**src/rtl/ysyx_210544_axi_rw_pkg.sv**
```systemverilog
// Shared constants for the AXI4 read/write bridge: beat sizes, burst encoding,
// FSM states and the narrow-beat byte mask helper.
package ysyx_210544_axi_rw_pkg;

   localparam logic [1:0] SIZE_B = 2'd0;
   localparam logic [1:0] SIZE_H = 2'd1;
   localparam logic [1:0] SIZE_W = 2'd2;
   localparam logic [1:0] SIZE_D = 2'd3;

   localparam logic [1:0] AXI_BURST_INCR = 2'b01;

   typedef enum logic [2:0] {
      ST_IDLE = 3'd0,
      ST_AR   = 3'd1,
      ST_R    = 3'd2,
      ST_AW   = 3'd3,
      ST_W    = 3'd4,
      ST_B    = 3'd5
   } state_e;

   // (1 << size) contiguous byte enables starting at the byte offset
   function automatic logic [7:0] byte_mask(input logic [1:0] size, input logic [2:0] offset);
      logic [7:0] base;
      case (size)
         SIZE_B:  base = 8'h01;
         SIZE_H:  base = 8'h03;
         SIZE_W:  base = 8'h0F;
         default: base = 8'hFF;
      endcase
      return base << offset;
   endfunction

endpackage

```
**src/rtl/ysyx_210544_axi_rw_lane.sv**
```systemverilog
// Byte-lane steering for the bridge: write strobe, write data alignment and
// read data extraction for beats narrower than 64 bits.
module ysyx_210544_axi_lane
   import ysyx_210544_axi_rw_pkg::*;
(
   input  logic [1:0]  size,
   input  logic [2:0]  offset,
   input  logic [63:0] wbeat,
   input  logic [63:0] rbeat,
   output logic [7:0]  wstrb,
   output logic [63:0] wdata,
   output logic [63:0] rword
);

   logic [5:0] shamt;
   logic       narrow;

   assign shamt  = {offset, 3'b000};
   assign narrow = (size != SIZE_D);

   always_comb begin
      wstrb = 8'hFF;
      wdata = wbeat;
      rword = rbeat;
      if (narrow) begin
         wstrb = byte_mask(size, offset);
         wdata = wbeat << shamt;
         rword = rbeat >> shamt;
      end
   end

endmodule

```
**src/rtl/ysyx_210544_axi_rw.sv**
```systemverilog
// AXI4 master bridge: one io request at a time turned into an INCR burst of up
// to 8 x 64-bit beats. Optional response-error output under YSYX_210544_AXI_ERR_EN.
module ysyx_210544_axi_rw
   import ysyx_210544_axi_rw_pkg::*;
#(
   parameter int AXI_ID_W = 4,
   parameter int AXI_ID   = 0
)(
   input  logic                clk,
   input  logic                rst,

   input  logic                i_axi_io_valid,
   input  logic                i_axi_io_op,
   input  logic [63:0]         i_axi_io_addr,
   input  logic [1:0]          i_axi_io_size,
   input  logic [7:0]          i_axi_io_blks,
   input  logic [511:0]        i_axi_io_wdata,
   output logic                o_axi_io_ready,
   output logic [511:0]        o_axi_io_rdata,
`ifdef YSYX_210544_AXI_ERR_EN
   output logic                o_axi_io_err,
`endif

   output logic                o_awvalid,
   input  logic                i_awready,
   output logic [63:0]         o_awaddr,
   output logic [AXI_ID_W-1:0] o_awid,
   output logic [7:0]          o_awlen,
   output logic [2:0]          o_awsize,
   output logic [1:0]          o_awburst,

   output logic                o_wvalid,
   input  logic                i_wready,
   output logic [63:0]         o_wdata,
   output logic [7:0]          o_wstrb,
   output logic                o_wlast,

   input  logic                i_bvalid,
   output logic                o_bready,
   input  logic [1:0]          i_bresp,
   input  logic [AXI_ID_W-1:0] i_bid,

   output logic                o_arvalid,
   input  logic                i_arready,
   output logic [63:0]         o_araddr,
   output logic [AXI_ID_W-1:0] o_arid,
   output logic [7:0]          o_arlen,
   output logic [2:0]          o_arsize,
   output logic [1:0]          o_arburst,

   input  logic                i_rvalid,
   output logic                o_rready,
   input  logic [63:0]         i_rdata,
   input  logic [1:0]          i_rresp,
   input  logic                i_rlast,
   input  logic [AXI_ID_W-1:0] i_rid
);

   state_e         state;
   logic [2:0]     cnt;
   logic           ready_d;
   logic [63:0]    addr_q;
   logic [1:0]     size_q;
   logic [7:0]     blks_q;
   logic [511:0]   wdata_q;
   logic [511:0]   rbuf;
   logic [511:0]   rbuf_next;
   logic [63:0]    wbeat;
   logic [63:0]    rword;
   logic           accept;
   logic           last_cnt;
   logic           unused_ok;

   // Upstream keeps valid high during the ready cycle and the one after it
   assign accept   = (state == ST_IDLE) && i_axi_io_valid && !o_axi_io_ready && !ready_d;
   assign last_cnt = ({5'd0, cnt} == blks_q);
   assign wbeat    = wdata_q[{cnt, 6'd0} +: 64];

   ysyx_210544_axi_lane u_lane (
      .size   (size_q),
      .offset (addr_q[2:0]),
      .wbeat  (wbeat),
      .rbeat  (i_rdata),
      .wstrb  (o_wstrb),
      .wdata  (o_wdata),
      .rword  (rword)
   );

   always_comb begin
      rbuf_next = rbuf;
      rbuf_next[{cnt, 6'd0} +: 64] = rword;
   end

   assign o_araddr  = addr_q;
   assign o_arid    = AXI_ID_W'(AXI_ID);
   assign o_arlen   = blks_q;
   assign o_arsize  = {1'b0, size_q};
   assign o_arburst = AXI_BURST_INCR;

   assign o_awaddr  = addr_q;
   assign o_awid    = AXI_ID_W'(AXI_ID);
   assign o_awlen   = blks_q;
   assign o_awsize  = {1'b0, size_q};
   assign o_awburst = AXI_BURST_INCR;

   assign o_wlast   = last_cnt;

`ifdef YSYX_210544_AXI_ERR_EN
   assign unused_ok = ^{i_bid, i_rid, addr_q[63:3]};
`else
   assign unused_ok = ^{i_bid, i_rid, i_rresp, i_bresp, addr_q[63:3]};
`endif

   // Request fields are pure data and need no reset
   always_ff @(posedge clk) begin
      if (accept) begin
         addr_q  <= i_axi_io_addr;
         size_q  <= i_axi_io_size;
         blks_q  <= i_axi_io_blks;
         wdata_q <= i_axi_io_wdata;
      end
   end

   // Read gather buffer; starts clean for every request so short bursts read zeros above
   always_ff @(posedge clk) begin
      if (accept) begin
         rbuf <= '0;
      end else if ((state == ST_R) && i_rvalid) begin
         rbuf <= rbuf_next;
      end
   end

   always_ff @(posedge clk or negedge rst) begin
      if (!rst) begin
         state          <= ST_IDLE;
         cnt            <= 3'd0;
         ready_d        <= 1'b0;
         o_axi_io_ready <= 1'b0;
         o_axi_io_rdata <= '0;
         o_arvalid      <= 1'b0;
         o_rready       <= 1'b0;
         o_awvalid      <= 1'b0;
         o_wvalid       <= 1'b0;
         o_bready       <= 1'b0;
`ifdef YSYX_210544_AXI_ERR_EN
         o_axi_io_err   <= 1'b0;
`endif
      end else begin
         o_axi_io_ready <= 1'b0;
         ready_d        <= o_axi_io_ready;
         case (state)
            ST_IDLE: begin
               if (accept) begin
                  cnt <= 3'd0;
`ifdef YSYX_210544_AXI_ERR_EN
                  o_axi_io_err <= 1'b0;
`endif
                  if (i_axi_io_op) begin
                     o_awvalid <= 1'b1;
                     state     <= ST_AW;
                  end else begin
                     o_arvalid <= 1'b1;
                     state     <= ST_AR;
                  end
               end
            end
            ST_AR: begin
               if (i_arready) begin
                  o_arvalid <= 1'b0;
                  o_rready  <= 1'b1;
                  state     <= ST_R;
               end
            end
            ST_R: begin
               if (i_rvalid) begin
                  cnt <= cnt + 3'd1;
`ifdef YSYX_210544_AXI_ERR_EN
                  if (i_rresp != 2'b00) o_axi_io_err <= 1'b1;
`endif
                  // An early rlast ends the burst just like reaching blks
                  if (i_rlast || last_cnt) begin
                     o_rready       <= 1'b0;
                     o_axi_io_ready <= 1'b1;
                     o_axi_io_rdata <= rbuf_next;
                     cnt            <= 3'd0;
                     state          <= ST_IDLE;
                  end
               end
            end
            ST_AW: begin
               if (i_awready) begin
                  o_awvalid <= 1'b0;
                  o_wvalid  <= 1'b1;
                  state     <= ST_W;
               end
            end
            ST_W: begin
               if (i_wready) begin
                  if (last_cnt) begin
                     o_wvalid <= 1'b0;
                     o_bready <= 1'b1;
                     cnt      <= 3'd0;
                     state    <= ST_B;
                  end else begin
                     cnt <= cnt + 3'd1;
                  end
               end
            end
            ST_B: begin
               if (i_bvalid) begin
`ifdef YSYX_210544_AXI_ERR_EN
                  if (i_bresp != 2'b00) o_axi_io_err <= 1'b1;
`endif
                  o_bready       <= 1'b0;
                  o_axi_io_ready <= 1'b1;
                  state          <= ST_IDLE;
               end
            end
            default: state <= ST_IDLE;
         endcase
      end
   end

endmodule
```
**config.mk**
```make
export PLATFORM = sky130hd
export DESIGN_NAME = ysyx_210544_axi_rw
export DESIGN_NICKNAME = d
export VERILOG_FILES = /design/src/rtl/ysyx_210544_axi_rw_pkg.sv /design/src/rtl/ysyx_210544_axi_rw_lane.sv /design/src/rtl/ysyx_210544_axi_rw.sv
export SDC_FILE = /design/constraint.sdc
export NUM_CORES = 2
export LEC_CHECK = 0
export BUFFER_PORTS_ARGS = -buffer_cell sky130_fd_sc_hd__buf_2
export CAP_MARGIN = 10
export CORE_AREA = 2 2 553 555
export DETAILED_ROUTE_END_ITERATION = 16
export DIE_AREA = 0 0 555 557
export GPL_TIMING_DRIVEN = 0
export PLACE_DENSITY = 0.53
export SLEW_MARGIN = 20
export SYNTH_ARGS = -nofsm -noshare
export SYNTH_HDL_FRONTEND = slang
export SYNTH_SLANG_ARGS = --single-unit
```
**constraint.sdc**
```tcl
create_clock -name clk -period 18.61 [get_ports clk]
set_input_delay 5.583 -clock clk [delete_from_list [all_inputs] [get_ports clk]]
set_output_delay 5.583 -clock clk [all_outputs]
set_load 0.05 [all_outputs]
```
Word level (Yosys, flattened, before mapping)
Index checks and enable logic that the tools add are counted.
{"block": "classes", "add_sub_neg": 2, "mul": 0, "n_div": 0, "magnitude_cmp": 0, "eq_ne": 19, "shift": 6, "n_mux": 46, "bitwise_logic": 0, "n_reduce_logical": 23}
{"operator": "bitwise mux 512 bit", "n": 1}
{"operator": "variable shift 64 x 11 -> 512 bit, first input constant", "n": 1}
{"operator": "indexed part select 512 x 10 -> 64 bit", "n": 1}
{"operator": "indexed part select 64 x 11 -> 512 bit", "n": 1}
{"operator": "2-to-1 mux 64 bit", "n": 2}
{"operator": "left shift 64 x 6 -> 64 bit", "n": 1}
{"operator": "right shift 64 x 6 -> 64 bit", "n": 1}
{"operator": "2-to-1 mux 3 bit", "n": 13}
{"operator": "one-hot mux 8 bit (3 select lines)", "n": 1}
{"operator": "AND reduction 4 bit", "n": 6}
{"operator": "!= test 2 bit, second input constant", "n": 10}
{"operator": "2-to-1 mux 1 bit", "n": 18}
{"operator": "one-hot mux 3 bit (6 select lines)", "n": 1}
{"operator": "2-to-1 mux 8 bit", "n": 2}
{"operator": "one-hot mux 1 bit (2 select lines)", "n": 6}
{"operator": "negation 9 -> 11 bit", "n": 1}
{"operator": "nonzero test 2 bit", "n": 5}
{"operator": "one-hot mux 3 bit (3 select lines)", "n": 1}
{"operator": "== test 3 x 8 -> 1 bit", "n": 1}
{"operator": "AND reduction 8 bit", "n": 1}
{"operator": "left shift 8 x 3 -> 8 bit", "n": 1}
{"operator": "== test 3 x 2 -> 1 bit, second input constant", "n": 2}
{"operator": "== test 3 bit, second input constant", "n": 2}
{"operator": "logical AND 1 bit", "n": 4}
{"operator": "other kinds (12)", "n": 13}
{"block": "word_totals", "ff_bits": 1623, "latch_bits": 0, "ram_bits": 0, "rom_bits": 0, "inputBits": 672, "out_inout_bits": 753, "wordCells": 111, "memories": 0}

Depth between registers and ports, before layout
{"block": "depth", "word_depth": 6, "depth_mapped": 16, "depth_no_buf": 8}

By module
From an unflattened synthesis, not the netlist that was laid out.
{"block": "hier_totals", "cells_unflattened": 5905, "hier_area_um2": 71732.5}
{"mod": "ysyx_210544_axi_rw", "n_inst": 1, "cells_per_inst": 5304, "area_per_inst_um2": 67004.3, "seq_area_each_um2": 40984.3}
{"mod": "ysyx_210544_axi_lane", "n_inst": 1, "cells_per_inst": 601, "area_per_inst_um2": 4728.3, "seq_area_each_um2": 0.0}

Worst setup path after synthesis
No wires, ideal clock.
{"block": "synth_timing", "kind": "in2reg", "startpoint": "input i_axi_io_valid", "endpoint": "register addr_q[0] (netlist: o_araddr[0]) (enable)", "setup_ns": 1.179, "arrival_ns": 22.516, "t_required_ns": 17.431, "setup_slack_ns": -5.085, "path_stages": 5, "n_path_buf": 2, "path_cell_list": "nor3b_1 nand2_1 nor2_1 clkbuf_1 clkbuf_1"}
{"block": "synth_between", "elab_chain_cells": 3}
{"element": "from (decl)", "line_no": "ysyx_210544_axi_rw.sv:12", "text": "input logic i_axi_io_valid,"}
{"element": "logical AND 1 bit (3 in series)", "line_no": "ysyx_210544_axi_rw.sv:75", "text": "assign accept = (state == ST_IDLE) && i_axi_io_valid && !o_axi_io_ready && !ready_d;"}
{"element": "named net accept", "line_no": "ysyx_210544_axi_rw.sv:70", "text": "logic accept;"}
{"element": "to (signal assigned)", "line_no": "ysyx_210544_axi_rw.sv:117", "text": "addr_q <= i_axi_io_addr;"}
{"element": "to (decl)", "line_no": "ysyx_210544_axi_rw.sv:62", "text": "logic [63:0] addr_q;"}
The timed path passes the listed nets, and every way through them passes these cells.
A chain may end at the register's enable or synchronous reset.

Final worst setup path
{"block": "layout_timing", "startpoint": "register cnt[2]", "endpoint": "output o_wdata[47]"}
{"block": "layout_between", "elab_chain_cells": 3}
{"element": "from (decl)", "line_no": "ysyx_210544_axi_rw.sv:60", "text": "logic [2:0] cnt;"}
{"element": "from (signal assigned)", "line_no": "ysyx_210544_axi_rw.sv:176", "text": "cnt <= cnt + 3'd1;"}
{"element": "from (signal assigned)", "line_no": "ysyx_210544_axi_rw.sv:205", "text": "cnt <= cnt + 3'd1;"}
{"element": "indexed part select 512 x 10 -> 64 bit *", "line_no": "ysyx_210544_axi_rw.sv:77", "text": "assign wbeat = wdata_q[{cnt, 6'd0} +: 64];"}
{"element": "left shift 64 x 6 -> 64 bit", "line_no": "ysyx_210544_axi_rw_lane.sv:27", "text": "wdata = wbeat << shamt;"}
{"element": "2-to-1 mux 64 bit *", "line_no": "ysyx_210544_axi_rw_lane.sv:25", "text": "if (narrow) begin"}
{"element": "to (decl)", "line_no": "ysyx_210544_axi_rw.sv:34", "text": "output logic [63:0] o_wdata,"}
Every way passes the cells marked *; elsewhere a longest branch is shown, timed or not.

==> flow_metrics.env <==
export IMPL_relSlewSlack_pct=10.4
export IMPL_synth_compound_area_share_pct=11.7
export IMPL_place_hpwl_mm=354
export IMPL_design_area_mm2=0.0905
export IMPL_post_drt_wl_per_cell_um=37.0
export IMPL_p_int_uw=7670
export IMPL_final_layout_size_suffix_gt1_share_pct=38.2
export IMPL_fp_dieArea_mm2=0.309
export IMPL_fin_nets=8161
export IMPL_min_from="o_axi_io_ready$_DFF_PN0_"
export IMPL_clock_sinks=1623
export IMPL_grt_max_degree=103
export IMPL_tightest_slew_ps=1340
export IMPL_grt_use_total_pct=27.1
export IMPL_crit_required_ps=13030
export IMPL_cts_setup_buffers=0
export IMPL_cts_hold_buf=0
export IMPL_critical_path_class="flop to output pin"
export IMPL_grt_pass1_wl_mm=556
export IMPL_swShare_pct=41.7
export IMPL_min_path_type="flop to flop"
export IMPL_rows=203
export IMPL_clockBufferDepth=4
export IMPL_clock_fmax_ghz=0.0930
export IMPL_pwr_share_seq_pct=34.0
export IMPL_ys_warn_count=0
export IMPL_netlist_area_mm2=0.0709
export IMPL_yosys_area_share_simple_pct=8.78
export IMPL_fin_skew_ps=68.9
export IMPL_post_route_min_period_ps=10750
export IMPL_synth_mux_area_share_pct=17.0
export IMPL_pin_count=1425
export IMPL_antenna_found_initial=207
export IMPL_layout_cells_most_common_list="1560 x buf_2, 781 x nand2_1, 618 x mux2_2"
export IMPL_ys_seq_area_share_pct=57.8
export IMPL_maxCapViolCount=0
export IMPL_synth_edf_count=586
export IMPL_combPwrFrac_pct=35.2
export IMPL_place_ws_ps=8590
export IMPL_mostFrequentLayoutCell="buf_2"
export IMPL_arrival_ps=5170
export IMPL_fillCellCount=31300
export IMPL_viasPerCell=5.12
export IMPL_start_util_pct=23.3
export IMPL_h_tree_depth=4
export IMPL_critPathMaxStageDelay_ps=900
export IMPL_first_iter_violations=6951
export IMPL_synth_ff_type="edfxtp_1"
export IMPL_synth_xor_area_share_pct=0.0371
export IMPL_clkTransAtPathRegs_ps=60
export IMPL_end_kind="output pin"
export IMPL_fin_setup_tns_ps=0
export IMPL_ant_nets=0
export IMPL_drc=0
export IMPL_async_flop_share_pct=32.3
export IMPL_fin_crit_sh_pct=57.8
export IMPL_finalHoldViolations=0
export IMPL_route_vias_total=60100
export IMPL_overflow=0
export IMPL_slowest_stage="buf_1"
export IMPL_cts_root_buf="clkbuf_16"
export IMPL_crit_chain="buf_2, buf_2, buf_1, mux4_2, mux2i_1, mux2i_1, a221oi_1, nand2_1, buf_2"
export IMPL_synth_seq_cells=1623
export IMPL_finalSetupViolCount=0
export IMPL_p_leak_uw=0.0373
export IMPL_power_density_mw_per_mm2=145
export IMPL_synth_cells=5860
export IMPL_cp_max_fo=10
export IMPL_rsz0062_at_grt="false"
export IMPL_power_frac_clock_pct=30.7
export IMPL_finalWorstSetupSlack_ps=7860
export IMPL_drv_slew=0
export IMPL_grt_pass1_vias=57900
export IMPL_die_y_um=557
export IMPL_cpLargestDelayFamily="buffers and inverters"
export IMPL_timing_rr_start="cnt[2]$_DFFE_PN0P_"
export IMPL_synth_top_family_by_area="multiplexers"
export IMPL_worst_skew_pair_late_latency_ps=910
export IMPL_area_growth_pct=27.6
export IMPL_die_w_um=555
export IMPL_drtPass1Iterations=7
export IMPL_cpMostUsedCell="buf_2"
export IMPL_wl_mm=434
export IMPL_switchingPower_uw=5490
export IMPL_cts_resized=0
export IMPL_worstSetupStartpoint="cnt[2]$_DFFE_PN0P_"
export IMPL_place_inst=11300
export IMPL_peakVddDrop_mv=0.0824
export IMPL_cts_tree="done"
export IMPL_place_gp_congestion=0.939
export IMPL_syn_area_per_cell_um2=12.1
export IMPL_core_mm2=0.304
export IMPL_cts_buffers=192
export IMPL_instances_no_fill=11700
export IMPL_port_buffers=1393
export IMPL_yosys_cell_types_count=77
export IMPL_synthAdderAreaFrac_pct=0.106
export IMPL_crit_path_start_kind="flop"
export IMPL_status="completed"
export IMPL_path_buf_inv=4
export IMPL_place_area_mm2=0.0835
[cell type report]
class	count	area (µm²)	share of cell area (%)
diodes	101	253	0.279
plain buffers	606	3110	3.44
clock buffers	252	5270	5.83
clock inverters	104	1380	1.52
inverters	28	106	0.118
multi-input cells	3615	26900	29.7
flip-flops and latches	1623	41000	45.3
well taps	3997	5000	5.53
repair buffers	1417	7490	8.28
[sequential cells by signal, indices dropped and copies added (netlist names)]
signal and count:
rbuf 512, size_q 2, o_araddr 64, o_bready 1, o_awvalid 1, o_axi_io_rdata 512, o_wvalid 1, o_axi_io_ready 1
ready_d 1, state 3, cnt 3, o_rready 1, o_arvalid 1, wdata_q 512, o_arlen 8
[cells in the mapped netlist (all sizes together) (177+ instances only)]
cell type	instances	share of area (%)
clkbuf	272	1.4
mux4	181	5.8
nand2	782	4.1
a22o	177	2.2
edfxtp	586	25
buf	334	2.9
a21oi	385	2.7
dfrtp	525	19
nor2	359	2.0
nand3	256	1.8
dfxtp	512	14
mux2	629	10
[final timing paths]
path | to | slack, ps | cells past startpoint
worst max-delay path | o_wdata[47] | 7860 | 9
worst min-delay path | ready_d$_DFF_PN0_ | 420 | 0
worst max register to register | rbuf[257]$_SDFFE_PP0P_ | 12040 | 13
worst min register to register | ready_d$_DFF_PN0_ | 420 | 0
max in group asynchronous | o_axi_io_rdata[493]$_DFFE_PN0P_ | 11700 | 5
min in group asynchronous | o_axi_io_rdata[80]$_DFFE_PN0P_ | 4540 | 1
[stage by stage]
step                      power [µW]  hold WS (ps)  utilization, %
after floorplan                 7070           429               -
after global placement          9320           385            27.3
after detailed placement        9190           391            27.5
after CTS                      13200           407            29.7
after global routing           13500           426            29.7
final                          13200           417            29.8
[logic make-up (layout without fill, tap and decap cells)]
logic type	Yosys count	in the layout
fa+ha+maj	6	6
flops	1623	1623
other cells	2	115
buf+inv	634	2407
xor+xnor	3	3
simple gates	1490	1490
mux	902	902
compound gates	1200	1200
[routing by layer]
layer	vias to the layer above	share of wire, %	global-route usage (%)
li1	24900	-	-
met1	30700	34	28.8
met2	3512	51	48.1
met3	907	7.1	5.49
met4	88	7.4	18.3
met5	-	0.13	0
[power groups by stage]
stage          combinational (µW)  clock (µW)  sequential [µW]
4_1_cts                      4650        4100             4480
5_1_grt                      4750        4240             4500
3_5_place_dp                 4640           0             4550
6_report                     4630        4040             4480
3_3_place_gp                 4530           0             4790
2_1_floorplan                2150           0             4920
Power figures use the tool's default switching activity.
